## src/rtl/fabric_warmboot_ctrl.sv

```systemverilog
// fabric_warmboot_ctrl
// Warmboot sequencer for the southern warmboot tile. The fabric-routed BOOT
// trigger and its SLOT selection are synchronised and qualified here. The
// qualified request goes to the configuration controller over req/ack, and a
// timed fabric reset pulse follows an accepted request. Range, timeout and
// controller-reject conditions are kept as sticky error flags.
`timescale 1ns/1ps

module fabric_warmboot_ctrl #(
  parameter int SLOT_WIDTH     = 4,
  parameter int NUM_SLOTS      = 16,
  parameter int SYNC_STAGES    = 2,
  parameter int HOLD_CYCLES    = 8,
  parameter int TIMEOUT_CYCLES = 1024,
  parameter int RESET_CYCLES   = 16
) (
  input  logic                  UserCLK,
  input  logic                  resetn,
  input  logic [SLOT_WIDTH-1:0] SLOT,
  input  logic                  BOOT,
  input  logic                  boot_ack,
  input  logic                  boot_err,
  input  logic                  err_clr,
  output logic                  boot_req,
  output logic [SLOT_WIDTH-1:0] boot_slot,
  output logic                  fabric_reset_n,
  output logic                  busy,
  output logic [SLOT_WIDTH-1:0] last_slot,
  output logic [2:0]            err
);

  // Counter widths: $clog2 of the limit, never narrower than one bit.
  localparam int HOLD_W = (HOLD_CYCLES    > 1) ? $clog2(HOLD_CYCLES)    : 1;
  localparam int TO_W   = (TIMEOUT_CYCLES > 1) ? $clog2(TIMEOUT_CYCLES) : 1;
  localparam int RST_W  = (RESET_CYCLES   > 1) ? $clog2(RESET_CYCLES)   : 1;

  localparam logic [HOLD_W-1:0] HOLD_MAX = HOLD_W'(HOLD_CYCLES - 1);
  localparam logic [RST_W-1:0]  RST_MAX  = RST_W'(RESET_CYCLES - 1);
  // With the timeout disabled the terminal value is never consulted.
  localparam logic [TO_W-1:0]   TO_MAX   =
    TO_W'((TIMEOUT_CYCLES > 0) ? (TIMEOUT_CYCLES - 1) : 0);
  localparam bit                TO_EN    = (TIMEOUT_CYCLES != 0);

  typedef enum logic [2:0] {
    IDLE  = 3'd0,
    QUAL  = 3'd1,
    REQ   = 3'd2,
    RST   = 3'd3,
    REARM = 3'd4
  } state_t;

  // Error bit positions inside err.
  localparam int ERR_RANGE   = 0;
  localparam int ERR_TIMEOUT = 1;
  localparam int ERR_CFG     = 2;

  // Synchroniser chains.
  logic [SYNC_STAGES-1:0] boot_sync_q;
  logic [SLOT_WIDTH-1:0]  slot_sync_q [SYNC_STAGES];
  logic                   boot_s;
  logic [SLOT_WIDTH-1:0]  slot_s;

  // Sequencer state.
  state_t                 state_q, state_d;
  logic [SLOT_WIDTH-1:0]  cap_q, cap_d;
  logic [HOLD_W-1:0]      hcnt_q, hcnt_d;
  logic [TO_W-1:0]        tcnt_q, tcnt_d;
  logic [RST_W-1:0]       rcnt_q, rcnt_d;
  logic [SLOT_WIDTH-1:0]  last_q, last_d;
  logic [2:0]             err_q, err_d;
  logic [2:0]             err_set;
  logic                   rel_q;

  logic                   cap_in_range;
  logic                   timeout_hit;

  assign boot_s = boot_sync_q[SYNC_STAGES-1];
  assign slot_s = slot_sync_q[SYNC_STAGES-1];

  // Slot index compared at 32 bits so NUM_SLOTS = 2**SLOT_WIDTH is representable.
  assign cap_in_range = (32'(cap_q) < NUM_SLOTS);
  assign timeout_hit  = TO_EN && (tcnt_q == TO_MAX);

  // Shift BOOT and SLOT through the synchroniser flops.
  always_ff @(posedge UserCLK or negedge resetn) begin
    if (!resetn) begin
      boot_sync_q <= '0;
      for (int i = 0; i < SYNC_STAGES; i++) begin
        slot_sync_q[i] <= '0;
      end
    end else begin
      boot_sync_q[0] <= BOOT;
      slot_sync_q[0] <= SLOT;
      for (int i = 1; i < SYNC_STAGES; i++) begin
        boot_sync_q[i] <= boot_sync_q[i-1];
        slot_sync_q[i] <= slot_sync_q[i-1];
      end
    end
  end

  // State, counters, captured slot and sticky errors.
  always_ff @(posedge UserCLK or negedge resetn) begin
    if (!resetn) begin
      state_q <= IDLE;
      cap_q   <= '0;
      hcnt_q  <= '0;
      tcnt_q  <= '0;
      rcnt_q  <= '0;
      last_q  <= '0;
      err_q   <= '0;
    end else begin
      state_q <= state_d;
      cap_q   <= cap_d;
      hcnt_q  <= hcnt_d;
      tcnt_q  <= tcnt_d;
      rcnt_q  <= rcnt_d;
      last_q  <= last_d;
      err_q   <= err_d;
    end
  end

  // Fabric reset release: held low through resetn, freed on the first edge after.
  always_ff @(posedge UserCLK or negedge resetn) begin
    if (!resetn) begin
      rel_q <= 1'b0;
    end else begin
      rel_q <= 1'b1;
    end
  end

  // Next-state logic: qualify the trigger, run the handshake and reset pulse.
  always_comb begin
    state_d = state_q;
    cap_d   = cap_q;
    hcnt_d  = hcnt_q;
    tcnt_d  = tcnt_q;
    rcnt_d  = rcnt_q;
    last_d  = last_q;
    err_set = '0;

    case (state_q)
      IDLE: begin
        if (boot_s) begin
          cap_d   = slot_s;
          hcnt_d  = '0;
          state_d = QUAL;
        end
      end

      QUAL: begin
        if (!boot_s) begin
          // Trigger vanished before the hold window expired: a glitch.
          state_d = IDLE;
        end else if (slot_s != cap_q) begin
          // Slot moved: restart the stability window on the new value.
          cap_d  = slot_s;
          hcnt_d = '0;
        end else if (hcnt_q == HOLD_MAX) begin
          if (!cap_in_range) begin
            err_set[ERR_RANGE] = 1'b1;
            state_d            = REARM;
          end else begin
            tcnt_d  = '0;
            state_d = REQ;
          end
        end else begin
          hcnt_d = hcnt_q + 1'b1;
        end
      end

      REQ: begin
        // Reject beats accept; accept beats timeout.
        if (boot_err) begin
          err_set[ERR_CFG] = 1'b1;
          state_d          = REARM;
        end else if (boot_ack) begin
          last_d  = cap_q;
          rcnt_d  = '0;
          state_d = RST;
        end else if (timeout_hit) begin
          err_set[ERR_TIMEOUT] = 1'b1;
          state_d              = REARM;
        end else begin
          tcnt_d = tcnt_q + 1'b1;
        end
      end

      RST: begin
        if (rcnt_q == RST_MAX) begin
          state_d = REARM;
        end else begin
          rcnt_d = rcnt_q + 1'b1;
        end
      end

      REARM: begin
        // A held trigger must drop before another boot can start.
        if (!boot_s) begin
          state_d = IDLE;
        end
      end

      default: begin
        state_d = IDLE;
      end
    endcase

    // A set event on the same edge as a clear keeps its bit.
    err_d = (err_clr ? 3'b000 : err_q) | err_set;
  end

  // Outputs decoded straight from registered state so resetn clears them at once.
  always_comb begin
    boot_req       = (state_q == REQ);
    boot_slot      = (state_q == REQ) ? cap_q : '0;
    busy           = (state_q != IDLE);
    fabric_reset_n = rel_q && (state_q != RST);
    last_slot      = last_q;
    err            = err_q;
  end

endmodule

```

## config.mk

```make
export PLATFORM = sky130hd
export DESIGN_NAME = fabric_warmboot_ctrl
export DESIGN_NICKNAME = d
export VERILOG_FILES = /design/src/rtl/fabric_warmboot_ctrl.sv
export SDC_FILE = /design/constraint.sdc
export NUM_CORES = 1
export LEC_CHECK = 0
export CORE_MARGIN = 5
export CORE_UTILIZATION = 40
export CTS_CLUSTER_DIAMETER = 40
export DETAILED_ROUTE_END_ITERATION = 16
export PLACE_DENSITY_LB_ADDON = 0.15
export SETUP_SLACK_MARGIN = 0.02
export SYNTH_ARGS = -nofsm -noshare
export SYNTH_HDL_FRONTEND = slang
export SYNTH_SLANG_ARGS = --single-unit
```

## constraint.sdc

```tcl
create_clock -name UserCLK -period 2.6 [get_ports UserCLK]
set_input_delay 0.52 -clock UserCLK [delete_from_list [all_inputs] [get_ports UserCLK]]
set_output_delay 0.52 -clock UserCLK [all_outputs]
set_load 0.02 [all_outputs]
```

======== After elaboration in Yosys (flattened, before gate mapping) ========
Cells that the tools add are included.
storage, ports and cells
  register bits ........................... 42
operators by class
  mux-type cells .......................... 37
  equal/unequal tests ..................... 25
  $add $sub $neg .......................... 3
  reductions and logical operators ........ 12
  bitwise operators ....................... 2
operator list
  cell                     number
  $mux W10                 6
  $mux W3                  14
  $mux W4                  7
  $ne A2 B2 Y1 const B     12
  $pmux W10 S2             1
  $pmux W4 S2              2
  $pmux W3 S5              1
  $reduce_and A4 Y1        3
  $add A10 B1 Y10 const B  1
  $eq A10 B10 Y1 const B   1
  $ne A3 B3 Y1 const B     3
  $reduce_and A7 Y1        1
  $eq A3 B2 Y1 const B     2
  $eq A3 B3 Y1 const B     2
  $pmux W3 S2              1
  $reduce_and A6 Y1        1
  $reduce_bool A2 Y1       3
  $add A4 B1 Y4 const B    1
  $eq A4 B4 Y1 const B     1
  $mux W1                  4
  $ne A4 B3 Y1 const B     1
  $ne A4 B4 Y1             1
  $add A3 B1 Y3 const B    1
  $eq A3 B1 Y1 const B     1
  8 further kinds          8

======== Longest topological paths before layout ========
Gate-level depths: netlist of the first run.
  depth in word-level cells ............... 6
  depth in mapped cells ................... 6

======== Worst setup path after synthesis of the first run ========
Ideal clock, no wire load.
  kind .................................... flip-flop to output port
  from .................................... register state_q[0]
  to ...................................... output boot_slot[0]
  data required time ...................... 2.080 ns
  path slack .............................. 0.715 ns
  cell stages (with the launch flop) ...... 5
  data arrival time ....................... 1.365 ns
  cells stage by stage .................... dfrtp_1 buf_2 nor3b_2 buf_2 and2_1
on the way
  word-level cells in the longest chain between the ends .. 2
ends and longest elaborated chain
  item                    RTL line  source
  start, declared         64        state_t state_q, state_d;
  start signal, assigned  112       state_q <= state_d;
  $eq A3 B2 Y1            -
  via boot_req            24        output logic boot_req,
  $mux W4                 215       boot_slot = (state_q == REQ) ? cap_q : '0;
  end, declared           25        output logic [SLOT_WIDTH-1:0] boot_slot,
The timed path passes the listed nets, and every way through them passes these cells.

======== Worst setup path after layout of the first run ========
  from .................................... register state_q[2]
  to ...................................... output boot_slot[1]
on the way
  word-level cells in the longest chain between the ends .. 2
ends and longest elaborated chain
  item          RTL line
  $eq A3 B2 Y1  215
  $mux W4       215
No other way between the ends.

==> qor.csv, run 1 <==
metric,value,unit
first-pass GRT wire length,7420,µm
Critical R2R Launch,tcnt_q[0],
critical path class,reg2out,
count of input and output buffers,22,
"Slew Viols, Final",0,
most frequent cells in the layout,"41 x dfrtp_1, 21 x nand2_1, 21 x clkdlybuf4s50_1",
Synth area leaders,"dfrtp_1 50%, nand2_1 3.8%, nand3_1 2.9%",
RSZ-0062 raised after global routing,false,
Mean Syn Cell Area,10.7,µm²
Worst-path clk slew,0.09,ns
R2R cell count,5,
DRT iter0 DRCs,82,
initial antenna violation count,0,
syn_nets,207,
Yosys top cell area share,49.9,%
# IOs,24,
Synth Flop Type,dfrtp_1,
Cell variety after synth,56,
setup violators final,0,
sequential fraction of the synthesis area,49.9,%
warning count from the yosys run,0,
number of global-route vias before repair,1547,
Tmin final,2.45,ns
GPL Wtd Cong,0.832,
final period utilization,94.3,%
final wirelength,4380,µm
cts hold-fix bufs,0,
Die Width,81.7,µm
die area,0.00668,mm²
Setup TNS Final,0,ns
CTS tree,built,
r2r setup slk,0.70,ns
PnR Total Power,2.55,mW
peak supply drop,349,µV
share of layout cells above drive strength 1,12.7,%
max-cap violations,0,
fin nets,233,
DR vias/cell,5.34,
die span in y,81.7,µm
Pre-antenna DRT Iters,4,
core area,0.00504,mm²
worst path arrival time,1.93,ns
Global Route Usage Sum,14.7,%
PD cells,1040,mW/mm²
Fin. Hold Viols,0,
worst-skew pair later-pin latency,0.29,ns
Yosys reg bits,41,
Placed Cells,282,
status,"finished, final reports clean",
clk sinks,41,
P&R area growth vs syn,19.8,%
Setup crit start kind,register,
Post-synth ARST share,100,%
"most common cell after layout, fill and taps aside",dfrtp_1,
Post-Syn Area,0.00206,mm²
Rel. slew slack,39.3,%
critical path peak fanout,10,
DRC,0,
Max clock buf depth,2,
Leak,1.01,nW
"EDFF count, synth",0,
ANT nets after route,0,
hpwl dp,3240,µm
GRT overflow,0,
H-tree levels,2,
Critical Path End Type,primary output,
Hold Path Class,in2async,
final setup skew,0.0111,ns
initial core utilization,40.8,%
Critical Path RT,2.08,ns
"non-filler cells, final",290,
"area leader, netlist",dfrtp_1,
worst hold slack,0.345,ns
number of antenna diodes,0,
synthesized instance count,193,
WL/cell,15.1,µm
row cnt,26,
fin util,48.9,%
CTS Buf Count,5,
root buf cell,clkbuf_8,
Vias,1550,
largest net degree at the start of global routing,42,
Max Freq,0.408,GHz
RR Endpoint,state_q[2],
Worst-Margin Slew,0.911,ns
## synth_stat cells, types with 3 or more instances
cell type / n
o311ai_0: 3
and4_1: 3
dfrtp_1: 41
nor2_1: 4
nand2_1: 21
nor3_1: 4
inv_1: 9
mux2_2: 5
nand4_1: 4
a21oi_1: 5
nand3_1: 12
ha_1: 4
o21ai_0: 10
and2_1: 6
and3_1: 3
a31oi_1: 4
xnor2_1: 5
## how the worst max path moves through the flow
stage | cells after the start | slack, ns | to | start
4_1_cts | 3 | 0.04 | boot_slot[1] | state_q[2]
2_1_floorplan | 4 | 0.71 | boot_slot[0] | state_q[0]
3_5_place_dp | 3 | 0.39 | boot_slot[1] | state_q[2]
3_3_place_gp | 3 | 0.40 | boot_slot[1] | state_q[2]
6_report | 3 | 0.15 | boot_slot[1] | state_q[2]
5_1_grt | 3 | 0.03 | boot_slot[1] | state_q[2]
## logic make-up after synthesis
family / after synthesis / share of synthesized area [%]
adder cells (fa/ha/maj): 4 / 2.43
flip-flops: 41 / 49.9
other: 2 / 0.365
XOR/XNOR: 6 / 2.55
buffers and inverters: 16 / 3.77
AND/OR/NAND/NOR: 76 / 21.7
AO/OA/AOI/OAI: 43 / 16.6
multiplexers: 5 / 2.74
## report_power, final
| group | internal, mW | total, mW | switching (mW) |
|---|---|---|---|
| registers | 0.825 | 1.03 | 0.202 |
| logic | 0.458 | 1.02 | 0.559 |
| clock network | 0.288 | 0.509 | 0.221 |
## sequential cells by signal, indices dropped and copies added (netlist names), 3 cells and up
signal / cells
hcnt_q: 3
slot_sync_q: 4
cap_q: 4
rcnt_q: 4
state_q: 3
last_slot: 4
tcnt_q: 10
slot_s: 4
## per-layer routing
metal	GRT usage [%]	share of wire, %	routed length [µm]	vias to the layer above
li1	-	-	-	758
met1	19.6	48	2090	760
met2	22.6	47	2040	27
met3	4.06	4.4	192	5
met4	5.81	1.3	55	0
met5	0	0	0	-
## critical path: stages, from the launching register on
cell and delay (ns):
dfrtp_1 0.51, nor3b_4 0.35, and2_1 0.17, clkdlybuf4s50_1 0.61
## per-stage QoR
step | worst slack, ns | cell area (µm²)
global placement | 0.395 | 2350
global route | 0.0310 | 2460
floorplan | 0.715 | 2060
CTS | 0.0443 | 2460
finish | 0.148 | 2460
detailed placement | 0.387 | 2350
## layout make-up
| cell class | instances | area (µm²) |
|---|---|---|
| Multi-Input combinational cell | 136 | 960 |
| Tap cell | 70 | 87.6 |
| Clock inverter | 2 | 38.8 |
| Sequential cell | 41 | 1030 |
| Inverter | 9 | 33.8 |
| Clock buffer | 6 | 72.6 |
| Fill cell | 475 | 2580 |
| Timing Repair Buffer | 26 | 245 |
## repair_timing
| action | CTS | global route |
|---|---|---|
| setup buffers | 0 | 0 |
| gates resized for setup | 0 | 1 |
| setup endpoints to repair | 0 | 4 |
(Power assumes the default switching activity.)
==> run 2: changes to the inputs <==
CAP_MARGIN = 20   (was not set)
CELL_PAD_IN_SITES_DETAIL_PLACEMENT = 1   (was not set)
CELL_PAD_IN_SITES_GLOBAL_PLACEMENT = 1   (was not set)
RECOVER_POWER = 100   (was not set)
==> qor.csv, run 2 (synthesis results as in run 1) <==
metric,value,unit
core area,0.00504,mm²
max-cap violations,0,
setup violators final,0,
Worst-path clk slew,0.07,ns
initial antenna violation count,0,
GPL Wtd Cong,0.804,
RR Endpoint,hcnt_q[0],
CTS Buf Count,5,
"Slowest-stage cell, CP",dlygate4sd3_1,
WL/cell,17.2,µm
die area,0.00668,mm²
internal power,1.45,mW
count of input and output buffers,22,
CTS tree,built,
Critical R2R Launch,state_q[1],
fin util,47.3,%
r2r setup slk,0.37,ns
worst-skew pair later-pin latency,0.29,ns
crit-path max cell delay,0.64,ns
Die Width,81.7,µm
final wirelength,4960,µm
status,"finished, final reports clean",
clock share of power,17.3,%
switch share,39.8,%
Rel. slew slack,28.8,%
Worst Hold Path Cells,0,
Fin. Hold Viols,0,
max reg flops,10,
worst path arrival time,1.90,ns
R2R cell count,5,
RSZ-0062 raised after global routing,false,
final period utilization,93.2,%
critical path class,reg2out,
Post-CTS Setup Bufs,0,
register area,0.00103,mm²
cts hold-fix bufs,0,
share of layout cells above drive strength 1,8.72,%
Fillers,572,
number of antenna diodes,0,
ANT nets after route,0,
met1 Track Usage GR,21.8,%
post_cts resized,0,
most frequent cells in the layout,"40 x dfrtp_1, 21 x nand2_1, 15 x dlygate4sd3_1",
first-pass GRT wire length,8590,µm
final setup skew,0.00639,ns
fin nets,232,
Sw Pwr,960,µW
die span in y,81.7,µm
Global Route Usage Sum,17.1,%
Top Usage Layer GRT,met2,
DRT iter0 DRCs,84,
Max clock buf depth,2,
Critical Path End Type,primary output,
Tmin final,2.42,ns
area of the multi-input gates,915,µm²
largest net degree at the start of global routing,42,
Hold Crit Endpoint,slot_s[2],
GRT overflow,0,
critical path cell sequence,buf_4 -> nand3b_1 -> and2_1 -> dlygate4sd3_1,
DRC,0,
row cnt,26,
P&R area growth vs syn,16.1,%
# IOs,24,
initial core utilization,40.8,%
sequential power share,42.8,%
grt met2 use,28.7,%
H-tree levels,2,
clk sinks,41,
Critical Path RT,2.08,ns
Vias,1609,
Leak,0.996,nW
Largest Register,tcnt_q,
met3 usage in global routing,4.17,%
root buf cell,clkbuf_8,
Combinational Power Share,39.9,%
Hold Path Class,reg2reg,
PD cells,1010,mW/mm²
DR vias/cell,5.59,
critical path peak fanout,13,
hpwl dp,3710,µm
Setup TNS Final,0,ns
"Slew Viols, Final",0,
Worst-Margin Slew,1.07,ns
hold_sp,slot_sync_q[6],
Setup crit start kind,register,
CP startpoint,state_q[0],
Pre-antenna DRT Iters,4,
peak supply drop,463,µV
Max Freq,0.413,GHz
number of global-route vias before repair,1740,
"most common cell after layout, fill and taps aside",dfrtp_1,
-- run 2: cell type report --
class	count	share of cell area [%]
Timing Repair Buffer	25	9.96
Inverter	9	1.42
Sequential cell	41	43.0
Clock buffer	7	3.62
Multi-Input combinational cell	136	38.3
Tap cell	70	3.67
-- run 2: routing by layer --
| layer | share of wire, % | routed length, µm | vias up |
|---|---|---|---|
| met5 | 0 | 0 | - |
| met4 | 1.2 | 58 | 0 |
| met3 | 4.1 | 203 | 6 |
| met2 | 48 | 2400 | 33 |
| met1 | 46 | 2300 | 814 |
| li1 | - | - | 756 |
-- run 2: worst max-delay path by stage --
stage / to / slack (ns)
floorplan: boot_slot[0] / 0.71
global placement: boot_slot[3] / 0.45
detailed placement: boot_slot[2] / 0.40
CTS: boot_slot[2] / 0.06
global route: boot_slot[1] / 0.05
finish: fabric_reset_n / 0.18
-- run 2: power groups by stage --
stage | sequential [mW] | clock, mW | combinational (mW)
after detailed placement | 1.04 | 0 | 1.02
final | 1.03 | 0.417 | 0.961
after CTS | 1.03 | 0.432 | 1.03
after floorplan | 1.02 | 0 | 0.668
after global placement | 1.02 | 0 | 0.984
after global routing | 1.06 | 0.465 | 1.07
-- run 2: stage by stage --
stage / area, µm² / total power [mW] / worst slack [ns] / cells / hold slack (ns)
after global routing: 2390 / 2.59 / 0.0540 / 288 / 0.370
after detailed placement: 2340 / 2.06 / 0.396 / 281 / 0.339
after global placement: 2340 / 2.00 / 0.450 / 281 / 0.333
after CTS: 2420 / 2.49 / 0.0626 / 288 / 0.356
final: 2390 / 2.41 / 0.176 / 288 / 0.353
after floorplan: 2060 / 1.69 / 0.715 / 193 / 0.224
-- run 2: worst max-delay path: cells and delay by family (launching register included) --
family	cells	cell delay [ns]
flip-flops	1	0.39
buffers and inverters	2	0.85
AND/OR/NAND/NOR	2	0.37
==> run 3: changes to the inputs <==
HOLD_SLACK_MARGIN = 0.06   (was not set)
PLACE_DENSITY = 0.75   (was not set)
PLACE_DENSITY_LB_ADDON = not set   (was 0.15)
==> qor.csv, run 3 (synthesis results as in run 1) <==
metric,value,unit
WL/cell,16.1,µm
cts hold-fix bufs,0,
DRC,0,
die area,0.00668,mm²
GRT overflow,0,
fin nets,233,
max-cap violations,0,
Setup TNS Final,0,ns
Die Width,81.7,µm
P&R area growth vs syn,16.4,%
Max clock buf depth,2,
critical path peak fanout,13,
core area,0.00504,mm²
Hold Path Class,reg2reg,
row cnt,26,
root buf cell,clkbuf_8,
number of antenna diodes,0,
grt met2 use,25.8,%
DR vias/cell,5.48,
number of global-route vias before repair,1679,
"most common cell after layout, fill and taps aside",dfrtp_1,
count of input and output buffers,22,
worst path arrival time,1.94,ns
Critical Path RT,2.08,ns
# IOs,24,
DP Worst Slack,0.390,ns
Largest Register,tcnt_q,
Vias,1590,
Rel. slew slack,30.0,%
max reg flops,10,
Post-CTS Setup Bufs,0,
met3 usage in global routing,4.28,%
ANT nets after route,0,
met1 Track Usage GR,22.0,%
CTS tree,built,
H-tree levels,2,
initial core utilization,40.8,%
Fin. Hold Viols,0,
peak supply drop,431,µV
area of the multi-input gates,915,µm²
final period utilization,94.7,%
Critical Path End Type,primary output,
fin area,0.00239,mm²
worst-skew pair later-pin latency,0.30,ns
"Slew Viols, Final",0,
register area,0.00103,mm²
Max Freq,0.406,GHz
DRT iter0 DRCs,71,
most frequent cells in the layout,"41 x dfrtp_1, 21 x nand2_1, 15 x dlygate4sd3_1",
Leak,0.997,nW
Global Route Usage Sum,16.3,%
Worst-path clk slew,0.08,ns
post_cts resized,0,
RSZ-0062 raised after global routing,false,
critical path class,reg2out,
status,"finished, final reports clean",
setup violators final,0,
Worst-Margin Slew,1.05,ns
Fillers,560,
PD cells,1000,mW/mm²
Setup crit start kind,register,
Tmin final,2.46,ns
clk sinks,41,
CTS Buf Count,5,
largest net degree at the start of global routing,42,
final setup skew,0.0104,ns
final wirelength,4670,µm
initial antenna violation count,0,
fin util,47.5,%
Top Usage Layer GRT,met2,
first-pass GRT wire length,8340,µm
post-place instance area,0.00235,mm²
Worst Slack Setup Final,0.138,ns
share of layout cells above drive strength 1,9.55,%
hpwl dp,3420,µm
die span in y,81.7,µm
GPL Wtd Cong,0.808,
Pre-antenna DRT Iters,4,
[run 3: cell type report]
cell class	instances	area share, %
flip-flops and latches	41	42.8
repair buffers	26	10.2
clock buffers	6	3.03
well taps	70	3.66
inverters	9	1.41
multi-input cells	136	38.2
clock inverters	2	0.627
[run 3: worst max-delay path, cell delays in order (launching register included)]
cell	delay [ns]
dfrtp_1	0.42
buf_4	0.19
or3_1	0.36
dlygate4sd3_1	0.66
[run 3: report_power, final]
| group | total [mW] | switching, mW | internal (mW) |
|---|---|---|---|
| clock | 0.412 | 0.223 | 0.189 |
| sequential | 1.03 | 0.204 | 0.825 |
| combinational | 0.962 | 0.543 | 0.418 |
[run 3: layer usage]
metal	up-vias	wire, µm
met5	-	0
met4	0	74
met3	9	173
met2	19	2290
met1	801	2130
li1	761	-
[run 3: per-stage QoR]
step	cells	hold slack (ns)	power [mW]
after CTS	290	0.356	2.48
after floorplan	193	0.224	1.69
after global routing	290	0.373	2.59
final	290	0.353	2.40
after detailed placement	282	0.338	2.06
after global placement	282	0.335	2.02
[run 3: path summary, 6_finish.rpt]
check	from	end	slack, ns	cells after the start
worst max-delay path	state_q[0]	busy	0.14	3
worst min-delay path	slot_sync_q[4]	slot_s[0]	0.35	0
worst max register to register	state_q[1]	hcnt_q[0]	0.34	5
worst min register to register	slot_sync_q[4]	slot_s[0]	0.35	0
max in group asynchronous	resetn	tcnt_q[5]	1.60	1
min in group asynchronous	resetn	rcnt_q[3]	0.37	1
